`src/rtl/hex_page_scroller.sv`:
```
// Purpose : latch a 128-bit AES word and show one 32-bit quarter as eight hex nibbles,
//           paged by two debounced, synchronized raw pushbuttons.
// Latency : Load -> Page/Valid same edge, Hex_Nibbles +1 edge; button -> Page at edge
//           DEBOUNCE_CYCLES+2, Hex_Nibbles at DEBOUNCE_CYCLES+3. No backpressure (free-running sink).
//
// Ports:
//   Clk, Reset_n        clock (rising edge) and asynchronous active-low reset
//   Load, Data_In       single-cycle capture strobe and the 128-bit word (bit 127 = MSB)
//   Btn_Next_n/_Prev_n  raw active-low pushbuttons (asynchronous to Clk)
//   Hex_Nibbles         registered 32-bit window, [31:28] leftmost digit
//   Page                current quarter, 0 = bits 127:96 ... 3 = bits 31:0
//   Valid               a word has been captured since reset
module hex_page_scroller #(
   parameter int DEBOUNCE_CYCLES = 500000,
   parameter int CNT_W           = 20
) (
   input  logic         Clk,
   input  logic         Reset_n,
   input  logic         Load,
   input  logic [127:0] Data_In,
   input  logic         Btn_Next_n,
   input  logic         Btn_Prev_n,
   output logic [31:0]  Hex_Nibbles,
   output logic [1:0]   Page,
   output logic         Valid
);

   // Terminal count: the counter reaches this value after DEBOUNCE_CYCLES-1 differing
   // cycles, so the flip happens on the DEBOUNCE_CYCLES-th consecutive differing cycle.
   localparam logic [CNT_W-1:0] CNT_LAST = CNT_W'(DEBOUNCE_CYCLES - 1);

   // Bit 0 = Next button, bit 1 = Prev button.
   logic [1:0]       btn_raw;
   logic [1:0]       sync1;
   logic [1:0]       sync2;
   logic [1:0]       db;        // debounced level, 1 = released
   logic [1:0]       db_d;      // debounced level one cycle ago, for edge detect
   logic [CNT_W-1:0] cnt [2];
   logic [1:0]       press;
   logic [127:0]     capture;

   assign btn_raw = {Btn_Prev_n, Btn_Next_n};

   // Two-flop synchronizer plus debounce counter per button.
   always_ff @(posedge Clk or negedge Reset_n) begin
      if (!Reset_n) begin
         sync1 <= 2'b11;
         sync2 <= 2'b11;
         db    <= 2'b11;
         db_d  <= 2'b11;
         for (int i = 0; i < 2; i++) begin
            cnt[i] <= '0;
         end
      end else begin
         sync1 <= btn_raw;
         sync2 <= sync1;
         db_d  <= db;
         for (int i = 0; i < 2; i++) begin
            if (sync2[i] == db[i]) begin
               cnt[i] <= '0;
            end else if (cnt[i] == CNT_LAST) begin
               db[i]  <= ~db[i];
               cnt[i] <= '0;
            end else begin
               cnt[i] <= cnt[i] + 1'b1;
            end
         end
      end
   end

   // One event per debounced falling edge; a held button stays low and cannot re-fire.
   assign press = db_d & ~db;

   // Capture, page and valid state. Load wins over any press on the same edge; opposing
   // presses on the same edge cancel.
   always_ff @(posedge Clk or negedge Reset_n) begin
      if (!Reset_n) begin
         capture <= '0;
         Page    <= 2'd0;
         Valid   <= 1'b0;
      end else if (Load) begin
         capture <= Data_In;
         Page    <= 2'd0;
         Valid   <= 1'b1;
      end else if (Valid && (press[0] != press[1])) begin
         if (press[0]) begin
            Page <= Page + 2'd1;
         end else begin
            Page <= Page - 2'd1;
         end
      end
   end

   // Window register, one cycle behind Page/capture.
   always_ff @(posedge Clk or negedge Reset_n) begin
      if (!Reset_n) begin
         Hex_Nibbles <= '0;
      end else begin
         case (Page)
            2'd0:    Hex_Nibbles <= capture[127:96];
            2'd1:    Hex_Nibbles <= capture[95:64];
            2'd2:    Hex_Nibbles <= capture[63:32];
            default: Hex_Nibbles <= capture[31:0];
         endcase
      end
   end

endmodule

```
`config.mk`:
```
export PLATFORM = sky130hd
export DESIGN_NAME = hex_page_scroller
export DESIGN_NICKNAME = d
export VERILOG_FILES = /design/src/rtl/hex_page_scroller.sv
export SDC_FILE = /design/constraint.sdc
export NUM_CORES = 1
export LEC_CHECK = 0
export ABC_AREA = 1
export CORE_ASPECT_RATIO = 1.25
export CORE_UTILIZATION = 35
export DETAILED_ROUTE_END_ITERATION = 16
export GPL_TIMING_DRIVEN = 0
export REMOVE_ABC_BUFFERS = 1
export SETUP_SLACK_MARGIN = 0.05
export SYNTH_ARGS = -nofsm -noshare
export SYNTH_HDL_FRONTEND = slang
export SYNTH_SLANG_ARGS = --single-unit
```
`constraint.sdc`:
```
create_clock -name Clk -period 1.6 [get_ports Clk]
set_input_delay 0.4 -clock Clk [delete_from_list [all_inputs] [get_ports Clk]]
set_output_delay 0.4 -clock Clk [all_outputs]
set_load 0.05 [all_outputs]
```
==> metrics.txt <==
# TYPE chip_impl_metric gauge
chip_impl_info{name="run_status",value="finished clean"} 1
chip_impl_metric{name="first_pass_grt_wire_length",unit="mm"} 37.2
chip_impl_metric{name="detail-route-antenna-nets",unit=""} 0
chip_impl_metric{name="overall_global_routing_resource_usage",unit=""} 0.171
chip_impl_metric{name="flow.area_growth_from_synthesis",unit="%"} 31.7
chip_impl_info{name="min_from",value="Btn_Prev_n"} 1
chip_impl_metric{name="worstHoldPathCells",unit=""} 1
chip_impl_info{name="synth.area.top_cells",value="sky130_fd_sc_hd__dfrtp_1 (55%), sky130_fd_sc_hd__nand2_1 (14%), sky130_fd_sc_hd__o21ai_0 (5.7%)"} 1
chip_impl_metric{name="buffer_ports.inserted",unit=""} 167
chip_impl_metric{name="netlist-cell-type-count",unit=""} 34
chip_impl_metric{name="drive_above_1_share",unit=""} 0.116
chip_impl_info{name="synth_largest_area_cell",value="sky130_fd_sc_hd__dfrtp_1"} 1
chip_impl_metric{name="synth_top_area_share",unit=""} 0.550
chip_impl_info{name="crit-reg2reg-capture",value="Hex_Nibbles[16]"} 1
chip_impl_metric{name="coreArea",unit="sq um"} 26000
chip_impl_metric{name="worst-endpoint-required",unit="ns"} 1.20
chip_impl_metric{name="fp.dieH",unit="um"} 184
chip_impl_metric{name="arr_time_crit_path",unit="ns"} 1.15
chip_impl_metric{name="globalRoute.totalOverflow",unit=""} 0
chip_impl_metric{name="slowest_delay",unit="ns"} 0.47
chip_impl_info{name="tritoncts",value="yes"} 1
chip_impl_metric{name="synth_seq_area_share",unit=""} 0.573
chip_impl_metric{name="power.ir.vdd_worst",unit="V"} 0.000665
chip_impl_metric{name="synth_seq_cells",unit=""} 211
chip_impl_metric{name="cts_buffer_depth",unit=""} 3
chip_impl_metric{name="place_hpwl",unit="mm"} 14.8
chip_impl_info{name="crit_path_cell_trace",value="buf_6"} 1
chip_impl_metric{name="final_max_slew_viol_count",unit=""} 0
chip_impl_metric{name="final_min_period_over_clock_period",unit=""} 0.967
chip_impl_metric{name="std_cell_rows",unit=""} 66
chip_impl_metric{name="post-route-util",unit=""} 0.468
chip_impl_metric{name="timing_worst_slew_pin_value",unit="ns"} 0.592
chip_impl_metric{name="start_util",unit=""} 0.355
chip_impl_metric{name="dr_total_vias",unit=""} 7497
chip_impl_metric{name="timing.fmax",unit="MHz"} 647
chip_impl_metric{name="tritoncts.num_buffers",unit=""} 23
chip_impl_metric{name="clk_latency",unit="ns"} 0.51
chip_impl_metric{name="setup_viols_final",unit=""} 0
chip_impl_metric{name="finalWorstPathRequiredPeriod",unit="ns"} 1.55
chip_impl_info{name="cp_slowest_cell",value="sky130_fd_sc_hd__dfrtp_2"} 1
chip_impl_metric{name="power_leakage",unit="nW"} 5.62
chip_impl_metric{name="drc",unit=""} 0
chip_impl_info{name="worstSetupPathType",value="reg2out"} 1
chip_impl_metric{name="route.detailed.wl_per_inst",unit="um"} 14.6
chip_impl_metric{name="worstPathBufferInverterCount",unit=""} 1
chip_impl_info{name="synth_top_flop_cell",value="sky130_fd_sc_hd__dfrtp_1"} 1
chip_impl_metric{name="post_drt_via_cell_ratio",unit=""} 4.70
chip_impl_metric{name="maximum_number_of_pins_on_one_net_before_global_route_repair",unit=""} 110
chip_impl_metric{name="dpl_cell_area",unit="sq um"} 11300
chip_impl_metric{name="crit_fanout",unit=""} 4
chip_impl_metric{name="warning_count_from_the_yosys_run",unit=""} 0
chip_impl_metric{name="finalHoldViolations",unit=""} 0
chip_impl_metric{name="cts.reportedPaths.clkPinSlew",unit="ns"} 0.06
chip_impl_metric{name="first_iter_violations",unit=""} 308
chip_impl_metric{name="headroom_to_the_max_slew_limit",unit=""} 0.606
chip_impl_info{name="critical_path.endpoint_type",value="primary output"} 1
chip_impl_info{name="hold_path.class",value="in2reg"} 1
chip_impl_metric{name="final_net_count",unit=""} 1375
chip_impl_info{name="yosysMostFrequentCell",value="sky130_fd_sc_hd__nand2_1"} 1
chip_impl_metric{name="worst_r2r_path_depth",unit=""} 7
chip_impl_metric{name="design_power_total",unit="mW"} 13.9
chip_impl_info{name="whs_endpoint",value="sync1[1]"} 1
chip_impl_metric{name="timing.final.ws_setup",unit="ns"} 0.0534
chip_impl_info{name="crit-reg2reg-launch",value="Page[1]"} 1
chip_impl_metric{name="routabilityCongestion",unit=""} 0.810
chip_impl_metric{name="routed_wirelength",unit="mm"} 23.2
chip_impl_metric{name="final_layout_setup_total_negative_slack",unit="ns"} 0
chip_impl_metric{name="fin_worst_skew",unit="ns"} 0.0137
chip_impl_info{name="rsz_0062_raised_after_global_routing",value="yes"} 1
chip_impl_metric{name="whs",unit="ns"} 0.314
chip_impl_info{name="clock_tree.root_cell",value="sky130_fd_sc_hd__clkbuf_16"} 1
chip_impl_metric{name="design_area",unit="sq um"} 12200
chip_impl_metric{name="synth-edff-count",unit=""} 0
chip_impl_metric{name="non_filler_instance_count_after_layout",unit=""} 1595
chip_impl_metric{name="clock_sinks",unit=""} 211
chip_impl_metric{name="die_x",unit="um"} 147
chip_impl_info{name="top_cell_types_by_occurrence_after_synthesis",value="sky130_fd_sc_hd__nand2_1 (353), sky130_fd_sc_hd__dfrtp_1 (203), sky130_fd_sc_hd__inv_1 (110)"} 1
chip_impl_metric{name="synth_cells",unit=""} 1076
chip_impl_metric{name="dieArea",unit="sq um"} 27100
chip_impl_info{name="cpLargestDelayFamily",value="flip-flops"} 1
chip_impl_info{name="timing.critical_path.from_type",value="register"} 1
chip_impl_metric{name="antenna_violations_before_repair",unit=""} 3
chip_impl_metric{name="detail_route.first_pass.iterations",unit=""} 5
chip_impl_metric{name="syn_area",unit="sq um"} 9240
chip_impl_metric{name="max_cap_violations",unit=""} 0
chip_impl_metric{name="cts.htree.levels",unit=""} 1
chip_impl_metric{name="pwr_density_cell",unit="nW/um^2"} 1150
chip_impl_metric{name="syn-mean-instance-area",unit="sq um"} 8.59
chip_impl_metric{name="placedCellCount",unit=""} 1544
chip_impl_metric{name="place_worst_setup_slack",unit="ns"} -0.444
chip_impl_metric{name="reg2reg_setup_slack",unit="ns"} 0.07
chip_impl_metric{name="synthArstFlopShare",unit=""} 1.00
chip_impl_metric{name="vias_in_the_first_global_route",unit=""} 7309
chip_impl_metric{name="ios",unit=""} 168
-- cell families after synthesis --
kind of cell	Yosys count	synth area share
buf+inv	156	0.0676
fa+ha+maj	6	0.00812
xor+xnor	19	0.0188
flops	211	0.573
compound gates	178	0.103
simple gates	506	0.230
-- flip-flops by register name, summed over array words and instances, names as in the netlist --
| name | flops |
|---|---|
| capture | 128 |
| cnt | 40 |
| Hex_Nibbles | 32 |
| Page | 2 |
| db | 2 |
| db_d | 2 |
| sync1 | 2 |
| sync2 | 2 |
| Valid | 1 |
-- layout make-up --
class	count	area (sq um)
fillers	2590	13800
flip-flops and latches	211	5290
multi-input cells	709	3450
repair buffers	178	1750
clock buffers	34	687
inverters	111	469
well taps	340	425
clock inverters	7	67.6
repair inverters	2	17.5
diodes	3	7.51
-- placed cells by master, fill, tap and decap left out, types with 6 or more instances in the layout --
cell	Yosys	routed
sky130_fd_sc_hd__a21oi_1	33	33
sky130_fd_sc_hd__buf_12	0	6
sky130_fd_sc_hd__buf_2	19	27
sky130_fd_sc_hd__clkbuf_16	0	23
sky130_fd_sc_hd__clkbuf_8	0	7
sky130_fd_sc_hd__clkdlybuf4s50_1	0	130
sky130_fd_sc_hd__dfrtp_1	203	201
sky130_fd_sc_hd__dfstp_2	8	8
sky130_fd_sc_hd__inv_1	110	105
sky130_fd_sc_hd__nand2_1	353	350
sky130_fd_sc_hd__nand2_2	5	6
sky130_fd_sc_hd__nand3_1	34	33
sky130_fd_sc_hd__nand4_1	6	6
sky130_fd_sc_hd__nor2_1	77	76
sky130_fd_sc_hd__nor2_2	6	6
sky130_fd_sc_hd__nor2_4	8	9
sky130_fd_sc_hd__o21ai_0	105	100
sky130_fd_sc_hd__o21ai_1	4	9
sky130_fd_sc_hd__o22ai_1	32	30
sky130_fd_sc_hd__xor2_1	12	12
-- layer usage --
layer | vias up | share of wire | GRT usage | routed length, um
met3 | 47 | 0.042 | 0.0238 | 982
met1 | 3567 | 0.43 | 0.219 | 9950
met4 | 0 | 0.029 | 0.0610 | 674
met2 | 169 | 0.50 | 0.295 | 11600
met5 | - | 0 | 0 | 0
li1 | 3714 | - | - | -
-- how the worst max path moves through the flow --
stage | start | end | slack [ns] | cells past startpoint
after global routing | Page[1] | Hex_Nibbles[16] | -0.005 | 7
after detailed placement | db[0] | cnt[23] | -0.44 | 4
final | Page[0] | Page[0] | 0.05 | 1
after floorplan | Page[1] | Hex_Nibbles[0] | -0.54 | 2
after global placement | Reset_n | cnt[20] | -8.93 | 1
after CTS | Page[0] | Page[0] | 0.05 | 1
-- report_power, final --
group | internal [mW] | switching [mW]
Combinational | 0.915 | 1.74
Clock | 3.13 | 2.12
Sequential | 5.85 | 0.191
Total | 9.89 | 4.06
-- worst reg2reg max path, cell delays in order (launching register included) --
cell	delay (ns)
sky130_fd_sc_hd__dfrtp_2	0.44
sky130_fd_sc_hd__buf_4	0.15
sky130_fd_sc_hd__ha_4	0.17
sky130_fd_sc_hd__buf_12	0.13
sky130_fd_sc_hd__inv_6	0.16
sky130_fd_sc_hd__o22ai_1	0.11
sky130_fd_sc_hd__a21oi_1	0.14
sky130_fd_sc_hd__o21ai_0	0.11
-- timing repair --
item	CTS	global route
endpoints found under the hold margin	50	0
hold buffers	1	0
pin swaps	0	2
gates resized for setup	192	34
buffers inserted	0	4
cloned	0	2
setup endpoints to repair	92	62
No activity file was read; power rests on OpenSTA's default activity.
